--- src/rtl/rf_forward_bank_pkg.sv ---
// Shared definitions for the register-file / forwarding bank.
//   fwd_sel_e     : per-port bypass source encoding driven on fwd_sel
//   PC_REG_DEFAULT: register index that reads the PC instead of storage
package rf_forward_bank_pkg;

    typedef enum logic [1:0] {
        FWD_RF  = 2'd0,     // array word or PC value
        FWD_EX  = 2'd1,
        FWD_MEM = 2'd2,
        FWD_WB  = 2'd3
    } fwd_sel_e;

    localparam int PC_REG_DEFAULT = 15;

endpackage

--- src/rtl/rf_forward_bank_if.sv ---
// ID-stage bus between the decode/hazard logic and the register bank.
//   rd_addr/rd_used   : read indices and "operand consumed" qualifiers
//   rd_data/fwd_sel   : bypassed read data and its selected source
//   pc_val            : value returned for PC-index reads
//   ex_*/mem_*/wb_*   : destination index, write enable and result per stage
//   ex_load           : EX instruction is a load
//   stall             : load-use hazard towards PC / IF-ID enables
// master = pipeline side, slave = register bank.
interface rf_forward_bank_if #(
    parameter int DATA_W = 32,
    parameter int ADDR_W = 4,
    parameter int NRD    = 3
);
    logic [NRD*ADDR_W-1:0] rd_addr;
    logic [NRD-1:0]        rd_used;
    logic [NRD*DATA_W-1:0] rd_data;
    logic [NRD*2-1:0]      fwd_sel;
    logic [DATA_W-1:0]     pc_val;
    logic [ADDR_W-1:0]     ex_rd;
    logic [ADDR_W-1:0]     mem_rd;
    logic [ADDR_W-1:0]     wb_rd;
    logic                  ex_rf_e;
    logic                  mem_rf_e;
    logic                  wb_rf_e;
    logic                  ex_load;
    logic [DATA_W-1:0]     ex_result;
    logic [DATA_W-1:0]     mem_result;
    logic [DATA_W-1:0]     wb_result;
    logic                  stall;

    modport master (
        output rd_addr, rd_used, pc_val,
        output ex_rd, mem_rd, wb_rd, ex_rf_e, mem_rf_e, wb_rf_e, ex_load,
        output ex_result, mem_result, wb_result,
        input  rd_data, fwd_sel, stall
    );

    modport slave (
        input  rd_addr, rd_used, pc_val,
        input  ex_rd, mem_rd, wb_rd, ex_rf_e, mem_rf_e, wb_rf_e, ex_load,
        input  ex_result, mem_result, wb_result,
        output rd_data, fwd_sel, stall
    );
endinterface

--- src/rtl/rf_bypass_mux.sv ---
// Per-read-port bypass selection (purely combinational).
//   addr            : register index read by this port
//   ex_*/mem_*/wb_* : stage destination tuples and results
//   arr_data        : array word at addr (0 when addr is out of range)
//   pc_val          : value returned for PC_REG reads
//   data/sel        : bypassed value and its source
//   load_hit        : EX holds a load targeting this (non-PC) index
module rf_bypass_mux
    import rf_forward_bank_pkg::*;
#(
    parameter int DATA_W = 32,
    parameter int ADDR_W = 4,
    parameter int NREGS  = 16,
    parameter int PC_REG = PC_REG_DEFAULT
) (
    input  logic [ADDR_W-1:0] addr,
    input  logic [ADDR_W-1:0] ex_rd,
    input  logic              ex_rf_e,
    input  logic              ex_load,
    input  logic [DATA_W-1:0] ex_result,
    input  logic [ADDR_W-1:0] mem_rd,
    input  logic              mem_rf_e,
    input  logic [DATA_W-1:0] mem_result,
    input  logic [ADDR_W-1:0] wb_rd,
    input  logic              wb_rf_e,
    input  logic [DATA_W-1:0] wb_result,
    input  logic [DATA_W-1:0] arr_data,
    input  logic [DATA_W-1:0] pc_val,
    output logic [DATA_W-1:0] data,
    output fwd_sel_e          sel,
    output logic              load_hit
);
    localparam logic [ADDR_W-1:0] PC_IDX = ADDR_W'(PC_REG);

    logic is_pc;
    assign is_pc    = (addr == PC_IDX);
    assign load_hit = ex_rf_e && ex_load && (ex_rd == addr) && !is_pc;

    always_comb begin
        data = '0;
        sel  = FWD_RF;
        if (is_pc) begin
            data = pc_val;
        end else if (int'(addr) >= NREGS) begin
            data = '0;
        end else if (ex_rf_e && (ex_rd == addr) && !ex_load) begin
            // A load in EX has no data yet; it falls through and stall covers it.
            data = ex_result;
            sel  = FWD_EX;
        end else if (mem_rf_e && (mem_rd == addr)) begin
            data = mem_result;
            sel  = FWD_MEM;
        end else if (wb_rf_e && (wb_rd == addr)) begin
            // Same-cycle write-through: the array only updates at the edge.
            data = wb_result;
            sel  = FWD_WB;
        end else begin
            data = arr_data;
        end
    end
endmodule

--- src/rtl/rf_forward_bank.sv ---
// ID-stage register file with EX/MEM/WB bypass, load-use stall and
// saturating validation counters.
//   clk, reset          : clock, synchronous active-high reset
//   bus (slave)         : read ports, stage tuples, pc_val, stall
//   cnt_clr             : synchronous clear of both counters
//   stall_cnt, fwd_cnt  : saturating event counters
module rf_forward_bank
    import rf_forward_bank_pkg::*;
#(
    parameter int DATA_W = 32,
    parameter int ADDR_W = 4,
    parameter int NREGS  = 16,
    parameter int NRD    = 3,
    parameter int PC_REG = PC_REG_DEFAULT,
    parameter int CNT_W  = 16
) (
    input  logic                 clk,
    input  logic                 reset,
    rf_forward_bank_if.slave     bus,
    input  logic                 cnt_clr,
    output logic [CNT_W-1:0]     stall_cnt,
    output logic [CNT_W-1:0]     fwd_cnt
);
    localparam logic [ADDR_W-1:0] PC_IDX  = ADDR_W'(PC_REG);
    localparam logic [CNT_W-1:0]  CNT_MAX = '1;
    localparam int                EV_W    = $clog2(NRD + 1);
    localparam int                SUM_W   = CNT_W + EV_W;

    logic [DATA_W-1:0] regs_reg [NREGS];
    logic [CNT_W-1:0]  stall_cnt_reg, stall_cnt_next;
    logic [CNT_W-1:0]  fwd_cnt_reg, fwd_cnt_next;

    logic [DATA_W-1:0] arr_word   [NRD];
    fwd_sel_e          sel_w      [NRD];
    logic [NRD-1:0]    load_hit_w;
    logic [EV_W-1:0]   fwd_events;
    logic [SUM_W-1:0]  fwd_sum;
    logic              wb_we;

    genvar gi;
    generate
        for (gi = 0; gi < NRD; gi++) begin : g_port
            logic [ADDR_W-1:0] addr;
            assign addr = bus.rd_addr[gi*ADDR_W +: ADDR_W];
            assign arr_word[gi] = (int'(addr) < NREGS) ? regs_reg[addr] : '0;

            rf_bypass_mux #(
                .DATA_W (DATA_W),
                .ADDR_W (ADDR_W),
                .NREGS  (NREGS),
                .PC_REG (PC_REG)
            ) u_mux (
                .addr       (addr),
                .ex_rd      (bus.ex_rd),
                .ex_rf_e    (bus.ex_rf_e),
                .ex_load    (bus.ex_load),
                .ex_result  (bus.ex_result),
                .mem_rd     (bus.mem_rd),
                .mem_rf_e   (bus.mem_rf_e),
                .mem_result (bus.mem_result),
                .wb_rd      (bus.wb_rd),
                .wb_rf_e    (bus.wb_rf_e),
                .wb_result  (bus.wb_result),
                .arr_data   (arr_word[gi]),
                .pc_val     (bus.pc_val),
                .data       (bus.rd_data[gi*DATA_W +: DATA_W]),
                .sel        (sel_w[gi]),
                .load_hit   (load_hit_w[gi])
            );

            assign bus.fwd_sel[gi*2 +: 2] = sel_w[gi];
        end
    endgenerate

    // Only consumed operands can cause a load-use hazard.
    assign bus.stall = |(load_hit_w & bus.rd_used);

    // The PC is owned elsewhere, so writes aimed at it are dropped.
    assign wb_we = bus.wb_rf_e && (bus.wb_rd != PC_IDX) && (int'(bus.wb_rd) < NREGS);

    always_comb begin
        fwd_events = '0;
        for (int i = 0; i < NRD; i++) begin
            if (bus.rd_used[i] && (sel_w[i] != FWD_RF))
                fwd_events = fwd_events + EV_W'(1);
        end
    end

    // Wide sum so a saturating add can never wrap before the clamp.
    assign fwd_sum      = SUM_W'(fwd_cnt_reg) + SUM_W'(fwd_events);
    assign fwd_cnt_next = (fwd_sum > SUM_W'(CNT_MAX)) ? CNT_MAX : fwd_sum[CNT_W-1:0];
    assign stall_cnt_next = (bus.stall && (stall_cnt_reg != CNT_MAX))
                          ? stall_cnt_reg + CNT_W'(1) : stall_cnt_reg;

    always_ff @(posedge clk) begin
        if (reset) begin
            for (int i = 0; i < NREGS; i++)
                regs_reg[i] <= '0;
            stall_cnt_reg <= '0;
            fwd_cnt_reg   <= '0;
        end else begin
            if (wb_we)
                regs_reg[bus.wb_rd] <= bus.wb_result;
            if (cnt_clr) begin
                stall_cnt_reg <= '0;
                fwd_cnt_reg   <= '0;
            end else begin
                stall_cnt_reg <= stall_cnt_next;
                fwd_cnt_reg   <= fwd_cnt_next;
            end
        end
    end

    assign stall_cnt = stall_cnt_reg;
    assign fwd_cnt   = fwd_cnt_reg;
endmodule

--- src/flat_wrapper.sv ---
// flat-port wrapper written by rule: the top's interface ports become plain ports
module rf_forward_bank_flat import rf_forward_bank_pkg::*;
#(
    parameter int DATA_W = 32,
    parameter int ADDR_W = 4,
    parameter int NREGS  = 16,
    parameter int NRD    = 3,
    parameter int PC_REG = PC_REG_DEFAULT,
    parameter int CNT_W  = 16
)
  (clk, reset, cnt_clr, stall_cnt, fwd_cnt, bus_rd_addr, bus_rd_used, bus_pc_val, bus_ex_rd, bus_mem_rd, bus_wb_rd, bus_ex_rf_e, bus_mem_rf_e, bus_wb_rf_e, bus_ex_load, bus_ex_result, bus_mem_result, bus_wb_result, bus_rd_data, bus_fwd_sel, bus_stall);
  rf_forward_bank_if #(.DATA_W(DATA_W), .ADDR_W(ADDR_W), .NRD(NRD)) bus_i ();
  input  logic clk;
  input  logic reset;
  input  logic cnt_clr;
  output logic [CNT_W-1:0] stall_cnt;
  output logic [CNT_W-1:0] fwd_cnt;
  input wire logic [$bits(bus_i.rd_addr)-1:0] bus_rd_addr;
  input wire logic [$bits(bus_i.rd_used)-1:0] bus_rd_used;
  input wire logic [$bits(bus_i.pc_val)-1:0] bus_pc_val;
  input wire logic [$bits(bus_i.ex_rd)-1:0] bus_ex_rd;
  input wire logic [$bits(bus_i.mem_rd)-1:0] bus_mem_rd;
  input wire logic [$bits(bus_i.wb_rd)-1:0] bus_wb_rd;
  input wire logic [$bits(bus_i.ex_rf_e)-1:0] bus_ex_rf_e;
  input wire logic [$bits(bus_i.mem_rf_e)-1:0] bus_mem_rf_e;
  input wire logic [$bits(bus_i.wb_rf_e)-1:0] bus_wb_rf_e;
  input wire logic [$bits(bus_i.ex_load)-1:0] bus_ex_load;
  input wire logic [$bits(bus_i.ex_result)-1:0] bus_ex_result;
  input wire logic [$bits(bus_i.mem_result)-1:0] bus_mem_result;
  input wire logic [$bits(bus_i.wb_result)-1:0] bus_wb_result;
  output wire logic [$bits(bus_i.rd_data)-1:0] bus_rd_data;
  output wire logic [$bits(bus_i.fwd_sel)-1:0] bus_fwd_sel;
  output wire logic [$bits(bus_i.stall)-1:0] bus_stall;
  assign bus_i.rd_addr = bus_rd_addr;
  assign bus_i.rd_used = bus_rd_used;
  assign bus_i.pc_val = bus_pc_val;
  assign bus_i.ex_rd = bus_ex_rd;
  assign bus_i.mem_rd = bus_mem_rd;
  assign bus_i.wb_rd = bus_wb_rd;
  assign bus_i.ex_rf_e = bus_ex_rf_e;
  assign bus_i.mem_rf_e = bus_mem_rf_e;
  assign bus_i.wb_rf_e = bus_wb_rf_e;
  assign bus_i.ex_load = bus_ex_load;
  assign bus_i.ex_result = bus_ex_result;
  assign bus_i.mem_result = bus_mem_result;
  assign bus_i.wb_result = bus_wb_result;
  assign bus_rd_data = bus_i.rd_data;
  assign bus_fwd_sel = bus_i.fwd_sel;
  assign bus_stall = bus_i.stall;
  rf_forward_bank #(.DATA_W(DATA_W), .ADDR_W(ADDR_W), .NREGS(NREGS), .NRD(NRD), .PC_REG(PC_REG), .CNT_W(CNT_W)) u_core (.clk(clk), .reset(reset), .bus(bus_i), .cnt_clr(cnt_clr), .stall_cnt(stall_cnt), .fwd_cnt(fwd_cnt));
endmodule
--- config.mk ---
export PLATFORM = sky130hd
export DESIGN_NAME = rf_forward_bank_flat
export DESIGN_NICKNAME = d
export VERILOG_FILES = /design/src/rtl/rf_forward_bank_pkg.sv /design/src/rtl/rf_forward_bank_if.sv /design/src/rtl/rf_bypass_mux.sv /design/src/rtl/rf_forward_bank.sv /design/src/flat_wrapper.sv
export SDC_FILE = /design/constraint.sdc
export NUM_CORES = 1
export LEC_CHECK = 0
export BUFFER_PORTS_ARGS = -buffer_cell sky130_fd_sc_hd__buf_2
export CORE_MARGIN = 3
export CORE_UTILIZATION = 30
export CTS_CLUSTER_DIAMETER = 200
export CTS_CLUSTER_SIZE = 40
export DETAILED_ROUTE_END_ITERATION = 6
export GPL_TIMING_DRIVEN = 1
export MAX_ROUTING_LAYER = met4
export PLACE_DENSITY_LB_ADDON = 0.12
export SLEW_MARGIN = 30
export SYNTH_ARGS = -nofsm -noshare
export SYNTH_HDL_FRONTEND = slang
export SYNTH_SLANG_ARGS = --single-unit
--- constraint.sdc ---
create_clock -name clk -period 6.1 [get_ports clk]
set_clock_uncertainty 0.05 [all_clocks]
set_input_delay 0.915 -clock clk [delete_from_list [all_inputs] [get_ports clk]]
set_output_delay 0.915 -clock clk [all_outputs]
set_load 0.01 [all_outputs]
# [Word level (Yosys, flattened, before mapping)]
# Memory sizes are Yosys's and may differ from the RTL's.
# Cells that the tools add are included.
[word_totals] output_inout_bits=135 input_bits=162 ram_bits=512 romBits=0 memories=1 elab_cells=93 latchBits=0 reg_bits=32
[classes] n_reduce_logical=34 multipliers=0 n_div=0 n_eq_ne=14 add_sub_neg=4 bitwise=1 shift=0 order_cmp=1 muxes=36
[mem_list] memory="u_core.regs_reg" depth=16 width=32 read_ports=3 rd_ports_with_merged_regs=0 wr=16 line_no="rf_forward_bank.sv:29" rtl="logic [DATA_W-1:0] regs_reg [NREGS];"
[op_table] operator="$mux W32" n=13
[op_table] operator="$eq A4 B4 Y1" n=9
[op_table] operator="$reduce_or A32 Y1" n=1
[op_table] operator="$mux W2" n=14
[op_table] operator="$logic_and A1 B1 Y1" n=24
[op_table] operator="$gt A18 B16 Y1 const B" n=1
[op_table] operator="$add A16 B2 Y17" n=1
[op_table] operator="$add A16 B1 Y16 const B" n=1
[op_table] operator="$mux W16" n=1
[op_table] operator="$ne A16 B16 Y1 const B" n=1
[op_table] operator="$eq A4 B4 Y1 const B" n=3
[op_table] operator="$mux W1" n=7
[op_table] operator="$reduce_bool A2 Y1" n=3
[op_table] operator="$add A2 B1 Y2 const B" n=2
[op_table] operator="$logic_not A1 Y1" n=4
[op_table] operator="$mux W4" n=1
[op_table] operator="$ne A4 B4 Y1 const B" n=1
[op_table] operator="$and A3 B3 Y3" n=1
[op_table] operator="$reduce_or A3 Y1" n=1
[op_table] operator="$reduce_or A2 Y1" n=1

# [Logic depth before layout (Yosys ltp)]
[logic_depth] depth_word=16 depth_mapped=19 ltp_nobuf=16

# [By module]
# From an unflattened synthesis, not the netlist that was laid out.
[unflattened] cells_unflattened=2540 hier_area_um2=36870.4
[by_module_without_submodules] module="rf_forward_bank" cells_per_inst=1892 instances=1 area_per_inst_um2=31851.8 seq_area_each_um2=16015.4
[by_module_without_submodules] module="rf_bypass_mux" cells_per_inst=216 instances=3 area_per_inst_um2=1672.9 seq_area_each_um2=0.0

# [Worst setup path after synthesis]
# OpenSTA, ideal clock, no wires.
[synth_timing] path_type="input to register" start="input port bus_rd_addr[6]" end="register u_core.fwd_cnt_reg[10] (netlist: u_core.fwd_cnt[10])" path_buffers=4 stages=18 arrival_ns=4.464 required_ns=5.980 setup_time_ns=0.070 path_slack_ns=1.515 cell_sequence="buf_2 -> xor2_1 -> nor4_2 -> nand2b_1 -> buf_2 -> buf_2 -> o211ai_1 -> ha_1 -> xor2_1 -> ha_1 -> inv_1 -> fa_1 -> nor2b_1 -> nand4_1 -> nor2_1 -> nand4_1 -> clkbuf_1 -> a21oi_1"
[synth_between] elab_chain_cells=14 elab_cells_between_ends=20 classes_between="add/sub (2); order compare (1); eq/ne (4); mux (7); reduce/logical (6)"
[synth_lines] element="from (decl)" line_no="flat_wrapper.sv:18" rtl="input wire logic [$bits(bus_i.rd_addr)-1:0] bus_rd_addr;"
[synth_lines] element="$eq A4 B4 Y1" line_no="rf_bypass_mux.sv:53" rtl="end else if (wb_rf_e && (wb_rd == addr)) begin"
[synth_lines] element="$logic_and A1 B1 Y1" line_no="rf_bypass_mux.sv:53"
[synth_lines] element="$mux W2" line_no="rf_bypass_mux.sv:53"
[synth_lines] element="$mux W2" line_no="rf_bypass_mux.sv:50" rtl="end else if (mem_rf_e && (mem_rd == addr)) begin"
[synth_lines] element="$mux W2" line_no="rf_bypass_mux.sv:46" rtl="end else if (ex_rf_e && (ex_rd == addr) && !ex_load) begin"
[synth_lines] element="$mux W2 *" line_no="rf_bypass_mux.sv:42" rtl="if (is_pc) begin"
[synth_lines] element="$reduce_bool A2 Y1 *" line_no="rf_forward_bank.sv:84" rtl="if (bus.rd_used[i] && (sel_w[i] != FWD_RF))"
[synth_lines] element="$logic_and A1 B1 Y1 *" line_no="rf_forward_bank.sv:84"
[synth_lines] element="$mux W2 *" line_no="rf_forward_bank.sv:84"
[synth_lines] element="$add A2 B1 Y2" line_no="rf_forward_bank.sv:85" rtl="fwd_events = fwd_events + EV_W'(1);"
[synth_lines] element="$mux W2 *" line_no="rf_forward_bank.sv:84"
[synth_lines] element="$add A16 B2 Y17 *" line_no="rf_forward_bank.sv:90" rtl="assign fwd_sum = SUM_W'(fwd_cnt_reg) + SUM_W'(fwd_events);"
[synth_lines] element="$gt A18 B16 Y1" line_no="rf_forward_bank.sv:91" rtl="assign fwd_cnt_next = (fwd_sum > SUM_W'(CNT_MAX)) ? CNT_MAX : fwd_sum[CNT_W-1:0];"
[synth_lines] element="$mux W16 *" line_no="rf_forward_bank.sv:91"
[synth_lines] element="to (signal assigned)" line_no="rf_forward_bank.sv:109" rtl="fwd_cnt_reg <= fwd_cnt_next;"
[synth_lines] element="to (decl)" line_no="rf_forward_bank.sv:31" rtl="logic [CNT_W-1:0] fwd_cnt_reg, fwd_cnt_next;"
# Every way passes the cells marked *; elsewhere a longest branch is shown, timed or not.
# A chain may end at the register's enable or synchronous reset.

# [Final worst setup path]
[layout_timing] start="input port bus_rd_addr[10]" end="output port bus_rd_data[66]"
[layout_between] elab_chain_cells=6 elab_cells_between_ends=13 classes_between="eq/ne (4); mux (4); reduce/logical (4); memory (1)"
[layout_lines] element="parallel branches: the longest is 5 deep, another holds $mem_v2 Z16 W32"
[layout_lines] element="$mux W32 *" line_no="rf_bypass_mux.sv:42"
[layout_lines] element="to (decl)" line_no="flat_wrapper.sv:31" rtl="output wire logic [$bits(bus_i.rd_data)-1:0] bus_rd_data;"
# Mark *: on every way between the ends.

==> run metrics <==
simple-gate share of the synthesized area 0.138; synth top area cells edfxtp_1 44%, mux4_2 25%, and2_1 8.6%; R2R Setup Slk 3.37 ns; # port buffers 296; Die Y 349 µm; final hold violations 0; Tot GR Track Use 0.272; maximum VDD drop 0.180 mV; CTS Buffer Depth 3; final core utilization 0.335; TritonCTS buffer count 17; pin slew with the least headroom to its limit 1.11 ns; RD Place Congestion 0.904; share of cells above drive strength 1 0.307; Rel. slew slack 0.260; DIE AREA 122000 µm²; sequential area share after synthesis 0.454; f_max 0.187 GHz; worst hold path type reg2reg; wire length per cell 37.8 µm; outcome finished clean; TritonCTS clock tree built; Synth Warn # 0; core box area 117000 µm²; Final #Nets 2979; Tmin final 5.34 ns; vias per cell 6.30; CTS Sinks 544; Seq cells post-synth 544; Worst Path Required 5.13 ns; post-synthesis compound-gate area fraction 0.105; crit path capture type primary output; synthesized area 35300 µm²; most used cell, CP buf_4; RSZ-0062 raised after global routing false; total chip power 0.00824 W; Crit Path Max Fanout 34; Max Cap Viol 0; # setup viols final 0; area delta synth->final 10.6%; Synth async-reset ratio 0; Routed Antenna Nets 0; clk_lat worst skew 0.60 ns; largest family of logic cells by synthesized area multiplexers; largest area contributor in the netlist edfxtp_1; mux cell area share after synthesis 0.247; IO Count 297; vias in the first global route 27290; clock root cell clkbuf_16; cell count after synthesis 2670; Residual DRC 0; Worst path slowest cell nand2b_2; xor and xnor fraction of the mapped netlist area 0.0127; drt pass-1 iters 6; setup TNS 0 ns; Initial Util 0.303; initial antenna violation count 28; Mean Syn Cell Area 13.2 µm²; critical path arrival 4.37 ns; max reg flops 512; top_reg_cell synth edfxtp_1; Unique masters post-synth 55; critical path class in2out; CTS H-Tree Depth 1; largest net degree at the start of global routing 130; fin crit share 0.875; via count 27403; Slew Viols, Final 0; Filler cells 11406; EDFF count, synth 512; Clock transition at path regs 0.13 ns; die width 349 µm; dpl hpwl 99.2 mm; Power per Cell Area 211 nW/µm²; Post-CTS Setup Inserts 0; CP cell instances buf_4 -> buf_4 -> nand2b_2 -> buf_4 -> o22ai_1 -> or3_1 -> a221oi_1 -> buf_2; Critical Path Source Type input port; Rows 125; max incr delay on CP 0.67 ns; adder-cell share of the synthesized area 0.00234; hold_buf cts 0; Routed WL 164 mm; 1st-iter DRT viols 3964; post-cts resize count 0; first-pass GRT wire length 227 mm; Synth top area share 0.436; LEAKAGE 13.3 nW; total gr overflow 0
## layout make-up
class	instances	area [µm²]	share of cell area
tap	1524	1910	0.0489
clock inverter	1	16.3	0.000417
inverter	8	30.0	0.000769
timing repair buffer	388	2380	0.0609
antenna	14	35.0	0.000898
sequential	544	16000	0.410
multi-input combinational	1852	18200	0.466
clock buffer	22	444	0.0114
## per-layer routing
layer | wire, µm | vias up | global-route usage
met4 | 4610 | 0 | 0.0734
met1 | 68400 | 14341 | 0.372
met2 | 73600 | 1938 | 0.405
met3 | 17800 | 250 | 0.0663
li1 | - | 10874 | -
met5 | 0 | - | -
## worst max-delay path: cells and delay by family
family,cells,cell delay (ns)
buffers and inverters,4,1.65
AND/OR/NAND/NOR,2,1.12
AO/OA/AOI/OAI,2,0.63
## synth_stat cells (all sizes together), types with 14 or more instances
master	count
xnor2	20
and2	484
dfxtp	32
nand4	14
or3	41
buf	117
a21oi	61
or2	19
clkbuf	180
a22oi	128
nand2	95
a21o	32
o22ai	96
edfxtp	512
a221oi	158
mux4	384
xor2	31
nor2	161
## power breakdown
| part | switching, W | internal, W | total (W) |
|---|---|---|---|
| Combinational | 0.00119 | 0.000829 | 0.00202 |
| Sequential | 0.000153 | 0.00429 | 0.00445 |
| Clock | 0.00124 | 0.000530 | 0.00177 |
## cell usage in the layout (no fill, tap or decap), drive strengths merged, types with 2 or more instances in the layout
cell    count
a22oi     128
nor3        7
or4         2
buf       388
nor2      161
a21o       32
mux4      384
diode      14
or3        41
edfxtp    512
mux2i       4
o21ai      12
nand3      13
a211oi      2
nor2b      11
ha          5
nand4      14
nor4        6
dfxtp      32
xnor2      20
clkbuf     22
nand2      95
or2        19
a21oi      61
and2      484
nand4b      2
a221oi    158
a21boi      2
inv         9
xor2       31
and3        9
nand2b      9
conb       32
o22ai      96
a31o        2
## path summary, 6_finish.rpt
path,from,endpoint,cells past startpoint
max,bus_rd_addr[10],bus_rd_data[66],8
min,u_core.stall_cnt[4],u_core.stall_cnt[4],2
max reg2reg,u_core.fwd_cnt[0],u_core.fwd_cnt[1],8
min reg2reg,u_core.stall_cnt[4],u_core.stall_cnt[4],2
## through the flow
| stage | hold slack, ns | std cells | area [µm²] | setup WS [ns] |
|---|---|---|---|---|
| after floorplan | 0.448 | 2701 | 35400 | 1.52 |
| after global placement | 0.431 | 4313 | 38400 | 0.355 |
| after detailed placement | 0.446 | 4315 | 38500 | 0.275 |
| after CTS | 0.466 | 4338 | 39000 | 0.864 |
| after global routing | 0.498 | 4348 | 39000 | 0.557 |
| final | 0.467 | 4353 | 39000 | 0.762 |
## kinds of logic (layout without fill, tap and decap cells)
| logic type | count (synthesis) | count (layout) |
|---|---|---|
| flip-flops | 544 | 544 |
| AO/OA/AOI/OAI | 499 | 499 |
| XOR/XNOR | 51 | 51 |
| multiplexers | 389 | 389 |
| adder cells (fa/ha/maj) | 6 | 6 |
| AND/OR/NAND/NOR | 875 | 875 |
| buffers and inverters | 305 | 419 |
| other | 1 | 46 |
No activity file was read; power rests on OpenSTA's default activity.
